==> config.mk <==
export PLATFORM = sky130hd
export DESIGN_NAME = pmu_frame_ctrl
export DESIGN_NICKNAME = d
export VERILOG_FILES = /design/src/rtl/pmu_pkg.sv /design/src/rtl/pmu_crc.sv /design/src/rtl/pmu_frame_ctrl.sv
export SDC_FILE = /design/constraint.sdc
export NUM_CORES = 1
export LEC_CHECK = 0
export BUFFER_PORTS_ARGS = -buffer_cell sky130_fd_sc_hd__buf_2
export CORE_AREA = 2 2 156 120
export CTS_CLUSTER_SIZE = 8
export DETAILED_ROUTE_END_ITERATION = 10
export DIE_AREA = 0 0 158 122
export PLACE_DENSITY_LB_ADDON = 0.12
export SYNTH_ARGS = -nofsm -noshare
export SYNTH_HDL_FRONTEND = slang
export SYNTH_SLANG_ARGS = --single-unit
==> constraint.sdc <==
create_clock -name tck_i -period 3.5 [get_ports tck_i]
set_input_delay 0 -clock tck_i [delete_from_list [all_inputs] [get_ports tck_i]]
set_output_delay 0 -clock tck_i [all_outputs]
set_load 0.05 [all_outputs]
==> src/rtl/pmu_pkg.sv <==
// Shared types and header layout for the PMU frame controller.
// The 64-bit header arrives LSB first: frame_count, last_len, chain_sel, reserved.
package pmu_pkg;

   typedef enum logic [2:0] {
      ST_IDLE,
      ST_HDR,
      ST_DATA,
      ST_CRC,
      ST_CHECK,
      ST_DONE,
      ST_ERROR
   } pmu_state_e;

   localparam int unsigned HDR_W   = 64;

   localparam int unsigned FC_LSB  = 0;
   localparam int unsigned FC_W    = 32;
   localparam int unsigned LL_LSB  = 32;
   localparam int unsigned LL_W    = 16;
   localparam int unsigned CS_LSB  = 48;
   localparam int unsigned CS_W    = 8;
   localparam int unsigned RSV_LSB = 56;
   localparam int unsigned RSV_W   = 8;

   // Number of clocked bits in the last frame: 0 or anything above the frame size means a full frame.
   function automatic logic [LL_W:0] eff_len(input logic [LL_W-1:0] last_len,
                                             input int unsigned     frame_w);
      logic [LL_W:0] fw;
      fw = frame_w[LL_W:0];
      if (last_len == '0 || {1'b0, last_len} > fw) begin
         return fw;
      end
      return {1'b0, last_len};
   endfunction

endpackage

==> src/rtl/pmu_crc.sv <==
// MSB-feedback CRC LFSR; a frame followed by its own CRC leaves a zero remainder.
module pmu_crc
   import pmu_pkg::*;
#(
   parameter int unsigned          CRC_W    = 8,
   parameter logic [CRC_W-1:0]     CRC_POLY = 8'h2F
) (
   input  logic             clk_i,
   input  logic             rst_i,
   input  logic             en_i,
   input  logic             clear_i,
   input  logic             bit_i,
   output logic [CRC_W-1:0] rem_o
);

   logic [CRC_W-1:0] rem_q;
   logic             fb;

   assign fb    = rem_q[CRC_W-1] ^ bit_i;
   assign rem_o = rem_q;

   always_ff @(posedge clk_i or posedge rst_i) begin
      if (rst_i) begin
         rem_q <= '0;
      end else if (clear_i) begin
         rem_q <= '0;
      end else if (en_i) begin
         rem_q <= {rem_q[CRC_W-2:0], 1'b0} ^ (fb ? CRC_POLY : '0);
      end
   end

endmodule

==> src/rtl/pmu_frame_ctrl.sv <==
// Frame controller streaming a serial bitstream into one of N_CHAINS configuration chains.
// Define PMU_CRC_EN to add a per-frame CRC phase (CRC + CHECK states, pmu_crc instance).
module pmu_frame_ctrl
   import pmu_pkg::*;
#(
   parameter int unsigned      N_CHAINS = 4,
   parameter int unsigned      FRAME_W  = 64,
   parameter int unsigned      CRC_W    = 8,
   parameter logic [CRC_W-1:0] CRC_POLY = 8'h2F
) (
   input  logic                tck_i,
   input  logic                rst_i,
   input  logic                en_i,
   input  logic                data_i,
   input  logic [N_CHAINS-1:0] data_ccff_i,
   output logic                data_o,
   output logic [N_CHAINS-1:0] progclk_o,
   output logic                data_ccff_o,
   output logic                busy_o,
   output logic                done_o,
   output logic                err_o
);

   localparam int unsigned BIT_W = $clog2(FRAME_W);
   localparam int unsigned AUX_W = $clog2(HDR_W);

   pmu_state_e        state_q, state_d;
   logic [HDR_W-1:0]  hdr_q, hdr_next;
   logic [AUX_W-1:0]  aux_cnt_q;
   logic [BIT_W-1:0]  bit_cnt_q;
   logic [FC_W-1:0]   frames_q;
   logic              done_q, err_q;
   logic              clk_en_q, clk_en_d;
   logic [CRC_W-1:0]  crc_rem;

   logic              hdr_last, hdr_bad, bit_last, crc_last, last_frame, bit_in_len;
   logic [CS_W-1:0]   chain_sel;
   logic [LL_W:0]     len_lim;

   assign hdr_next   = {data_i, hdr_q[HDR_W-1:1]};
   assign hdr_last   = (aux_cnt_q == AUX_W'(HDR_W - 1));
   assign hdr_bad    = (hdr_next[FC_LSB +: FC_W] == '0) ||
                       (32'(hdr_next[CS_LSB +: CS_W]) >= N_CHAINS);
   assign bit_last   = (bit_cnt_q == BIT_W'(FRAME_W - 1));
   assign crc_last   = (aux_cnt_q == AUX_W'(CRC_W - 1));
   assign last_frame = (frames_q == FC_W'(1));
   assign chain_sel  = hdr_q[CS_LSB +: CS_W];
   assign len_lim    = eff_len(hdr_q[LL_LSB +: LL_W], FRAME_W);
   assign bit_in_len = ({{(LL_W + 1 - BIT_W){1'b0}}, bit_cnt_q} < len_lim);

`ifdef PMU_CRC_EN
   logic crc_en, crc_clr;

   assign crc_en  = en_i && (state_q == ST_DATA || state_q == ST_CRC);
   assign crc_clr = !en_i || state_q == ST_IDLE || state_q == ST_HDR || state_q == ST_CHECK;

   pmu_crc #(
      .CRC_W    (CRC_W),
      .CRC_POLY (CRC_POLY)
   ) u_crc (
      .clk_i   (tck_i),
      .rst_i   (rst_i),
      .en_i    (crc_en),
      .clear_i (crc_clr),
      .bit_i   (data_i),
      .rem_o   (crc_rem)
   );
`else
   // Without the LFSR there is never a remainder; the polynomial only keeps its parameter referenced.
   assign crc_rem = CRC_POLY & '0;
`endif

   always_ff @(posedge tck_i or posedge rst_i) begin
      if (rst_i) begin
         state_q <= ST_IDLE;
      end else begin
         state_q <= state_d;
      end
   end

   always_comb begin
      state_d = state_q;
      if (!en_i) begin
         state_d = ST_IDLE;
      end else begin
         unique case (state_q)
            ST_IDLE:  state_d = ST_HDR;
            ST_HDR: begin
               if (hdr_last) begin
                  state_d = hdr_bad ? ST_ERROR : ST_DATA;
               end
            end
            ST_DATA: begin
               if (bit_last) begin
`ifdef PMU_CRC_EN
                  state_d = ST_CRC;
`else
                  if (last_frame) begin
                     state_d = ST_DONE;
                  end
`endif
               end
            end
            ST_CRC: begin
               if (crc_last) begin
                  state_d = ST_CHECK;
               end
            end
            ST_CHECK: begin
               if (crc_rem != '0) begin
                  state_d = ST_ERROR;
               end else if (last_frame) begin
                  state_d = ST_DONE;
               end else begin
                  state_d = ST_DATA;
               end
            end
            ST_DONE:  state_d = ST_DONE;
            ST_ERROR: state_d = ST_ERROR;
            default:  state_d = ST_IDLE;
         endcase
      end
   end

   // Session datapath; done/err survive en_i dropping and clear only when a new header starts.
   always_ff @(posedge tck_i or posedge rst_i) begin
      if (rst_i) begin
         hdr_q     <= '0;
         aux_cnt_q <= '0;
         bit_cnt_q <= '0;
         frames_q  <= '0;
         done_q    <= 1'b0;
         err_q     <= 1'b0;
      end else if (!en_i) begin
         hdr_q     <= '0;
         aux_cnt_q <= '0;
         bit_cnt_q <= '0;
         frames_q  <= '0;
      end else begin
         unique case (state_q)
            ST_IDLE: begin
               done_q    <= 1'b0;
               err_q     <= 1'b0;
               aux_cnt_q <= '0;
            end
            ST_HDR: begin
               hdr_q     <= hdr_next;
               aux_cnt_q <= aux_cnt_q + AUX_W'(1);
               if (hdr_last) begin
                  aux_cnt_q <= '0;
                  frames_q  <= hdr_next[FC_LSB +: FC_W];
                  if (hdr_bad) begin
                     err_q <= 1'b1;
                  end
               end
            end
            ST_DATA: begin
               bit_cnt_q <= bit_cnt_q + BIT_W'(1);
`ifndef PMU_CRC_EN
               if (bit_last) begin
                  frames_q <= frames_q - FC_W'(1);
                  if (last_frame) begin
                     done_q <= 1'b1;
                  end
               end
`endif
            end
            ST_CRC: begin
               aux_cnt_q <= crc_last ? '0 : aux_cnt_q + AUX_W'(1);
            end
            ST_CHECK: begin
               if (crc_rem != '0) begin
                  err_q <= 1'b1;
               end else begin
                  frames_q <= frames_q - FC_W'(1);
                  if (last_frame) begin
                     done_q <= 1'b1;
                  end
               end
            end
            default: ;
         endcase
      end
   end

   // Enable is sampled on the falling edge so the AND gate only opens while tck_i is low.
   assign clk_en_d = en_i && (state_q == ST_DATA) && (!last_frame || bit_in_len);

   always_ff @(negedge tck_i or posedge rst_i) begin
      if (rst_i) begin
         clk_en_q <= 1'b0;
      end else begin
         clk_en_q <= clk_en_d;
      end
   end

   always_comb begin
      busy_o      = !(state_q == ST_IDLE || state_q == ST_DONE || state_q == ST_ERROR);
      data_o      = data_i;
      done_o      = done_q;
      err_o       = err_q;
      progclk_o   = '0;
      data_ccff_o = 1'b0;
      for (int unsigned i = 0; i < N_CHAINS; i++) begin
         if (32'(chain_sel) == i) begin
            progclk_o[i] = tck_i & clk_en_q;
            if (state_q != ST_IDLE) begin
               data_ccff_o = data_ccff_i[i];
            end
         end
      end
   end

endmodule

==> impl_metrics.csv <==
group,metric,value,unit
logic_synthesis,yosys_warnings,0,
cells_and_area,final_cell_mix,"nand2_1 (155), dfrtp_1 (112), a21boi_0 (65)",
logic_synthesis,netlist_area,0.00611,mm^2
sta,timing_max_transition_violations_final,0,
floorplanning,die_w,158,um
placed_design,gp_congestion,0.776,
logic_synthesis,ys_ff_latch,113,
logic_synthesis,yosys.area.top_type,"dfrtp_1",
floorplanning,core,0.0180,mm^2
routing,drtIter0Drc,426,
cells_and_area,final_common_cell,"nand2_1",
flow_run,maxCapViolCount,0,
floorplanning,num_io_pins,17,
cells_and_area,n_fill_cell,1769,
floorplanning,start_util,0.340,
logic_synthesis,syn_avg_cell_area,8.42,um^2
routing,wl_per_cell,16.1,um
global_route,overflow,0,
logic_synthesis,ys_top_cells_by_area,"dfrtp_1 (46%), nand2_1 (9.6%), a21boi_0 (8.0%)",
global_route,grt_pass1_wl,27800,um
routing,ant_nets,0,
power_and_ir_drop,p_per_area,669,mW/mm^2
critical_path,required,2260,ps
global_route,grt_pass1_vias,5404,
logic_synthesis,synth-main-ff-cell,"dfrtp_1",
sta,setup_ws,-499,ps
clocking,cts_tree,"built",
cells_and_area,regArea,0.00283,mm^2
sta,hold_viol_final,0,
cells_and_area,multiInputGateArea,0.00315,mm^2
status,status,"complete, but fails checks",
min_path,worstHoldPathType,"input pin to register",
critical_path,critPathArrivalTime,2760,ps
routing,dr.pass1.iters,5,
sta,setup_violations,1,
logic_synthesis,yosysTopAreaCellShare,0.458,
floorplanning,die_area,0.0193,mm^2
logic_synthesis,synth.distinct_cells,51,
routing,remaining_drc_errors,0,
global_route,grt_use_total,0.189,
cells_and_area,antennaDiodeCount,0,
sta,slew_headroom,0.156,
logic_synthesis,syn_inst,726,
global_route,grt_max_degree,79,
power_and_ir_drop,p_leak,3.28,nW
logic_synthesis,synth.yosys.seq_area_share,0.462,
routing,viasPerCell,5.27,
critical_path,crit_path_end_kind,"register",
critical_path,start_kind,"register",
status,violations,"negative setup slack",
sta,timing.hold.ws,15.4,ps
placed_design,port_buffers,16,
global_route,antenna_found_initial,0,
routing,vias,5458,
logic_synthesis,async_flop_share,1.00,
sta,skew,8.78,ps
cells_and_area,nets,791,
floorplanning,rows,43,
critical_path,cp_max_fo,2,
floorplanning,die_y,122,um
clocking,path_clk_slew,60,ps
routing,wl,16700,um
sta,rsz0062_at_grt,"true",
cells_and_area,drive_gt1_frac,0.168,
logic_synthesis,syn_nets,743,
power_and_ir_drop,peakVddDrop,0.321,mV
placed_design,hpwl,10200,um
critical_path,criticalPathCategory,"register to register",
cells_and_area,post-route-util,0.429,
clocking,clk_latency,540,ps
cells_and_area,area_growth,26.2,%
sta,max_slew.worst_pin.slew,1270,ps
logic_synthesis,synth-edff-count,0,
## report_power, final
part | leakage, nW | internal (W) | total (W) | switching [W]
clock network | 0.511 | 0.00148 | 0.00227 | 0.000789
registers | 1.57 | 0.00135 | 0.00139 | 0.0000410
logic | 1.19 | 0.000452 | 0.00150 | 0.00105
total | 3.28 | 0.00328 | 0.00516 | 0.00188
## worst max-delay path, cell delays in order (launching register included)
cell	delay [ps]
dfrtp_1	390
nor4_2	280
nand2_1	110
xnor2_1	140
nor2_2	110
nand2_1	80
ha_1	270
a21o_1	150
a21o_1	160
a211oi_2	170
o21bai_1	110
a311oi_2	260
## routing by layer
layer / global-route usage / vias up / part of all wire
met5: 0 / - / 0
met4: 0.0704 / 0 / 0.014
met3: 0.0619 / 24 / 0.038
met2: 0.268 / 121 / 0.44
met1: 0.267 / 2650 / 0.51
li1: - / 2663 / -
## layout make-up
class | instances | share of cell area
timing repair buffer | 57 | 0.0522
sequential | 113 | 0.366
inverter | 7 | 0.00389
tap | 247 | 0.0400
clock inverter | 15 | 0.0225
multi-input combinational | 560 | 0.408
clock buffer | 36 | 0.107
## timing repair
item	in CTS	in global routing
setup buffers	0	0
resized for setup	14	5
hold buffers	2	0
setup endpoints to repair	7	6
pin swaps	6	2
endpoints found under the hold margin	66	0
## kinds of logic after synthesis
| group | Yosys count | synth area share |
|---|---|---|
| and+or+nand+nor | 336 | 0.260 |
| DFF | 113 | 0.462 |
| adders and majority gates | 10 | 0.0201 |
| xor gates and xnor gates | 6 | 0.00859 |
| muxes | 1 | 0.00368 |
| AOI/OAI and AO/OA | 207 | 0.210 |
| buffers and inverters | 53 | 0.0346 |
## cell usage after synthesis, types with 3 or more instances
| cell type | number |
|---|---|
| nor3_1 | 32 |
| o22ai_1 | 3 |
| a21boi_0 | 65 |
| and2_1 | 5 |
| a21o_1 | 6 |
| clkbuf_1 | 35 |
| or4_4 | 3 |
| dfrtp_1 | 112 |
| nor2_1 | 63 |
| o21ai_1 | 12 |
| nand2b_1 | 8 |
| or2_2 | 3 |
| buf_2 | 4 |
| o2bb2ai_1 | 3 |
| o21ai_0 | 54 |
| a21oi_1 | 46 |
| ha_1 | 9 |
| xnor2_1 | 4 |
| nand4_1 | 10 |
| nor4_1 | 24 |
| inv_1 | 7 |
| nor3b_1 | 5 |
| nand3_1 | 12 |
| a22oi_1 | 3 |
| or4_1 | 3 |
| or3_1 | 3 |
| buf_1 | 5 |
| nand2_1 | 156 |
## worst paths after layout
check,slack (ps),from,cells after the start,endpoint
min in group asynchronous,400,rst_i,4,hdr_q[63]$_DFFE_PP0P_
worst max register to register,-500,hdr_q[34]$_DFFE_PP0P_,11,clk_en_q$_DFF_NP0_
max in group asynchronous,1810,rst_i,3,clk_en_q$_DFF_NP0_
worst max-delay path,-500,hdr_q[34]$_DFFE_PP0P_,11,clk_en_q$_DFF_NP0_
worst min-delay path,20,en_i,4,done_o$_DFFE_PP0P_
worst min register to register,500,frames_q[23]$_DFFE_PP0P_,1,frames_q[23]$_DFFE_PP0P_
## flip-flops by register name, indices dropped and copies added (netlist names)
name / flops
bit_cnt_q: 6
state_q: 3
done_o: 1
clk_en_q: 1
hdr_q: 63
aux_cnt_q: 6
frames_q: 32
err_o: 1
## metrics by stage
stage	instance area [um^2]	instances	total power, W	TNS (ps)	worst slack (ps)
finish	7720	1035	0.00516	-499	-499
global route	7720	1035	0.00546	-699	-682
CTS	7690	1035	0.00521	-502	-502
detailed placement	6660	986	0.00291	-581	-581
global placement	6660	986	0.00290	-478	-478
floorplan	6130	726	0.00251	-404	-404
(Power assumes the default switching activity.)
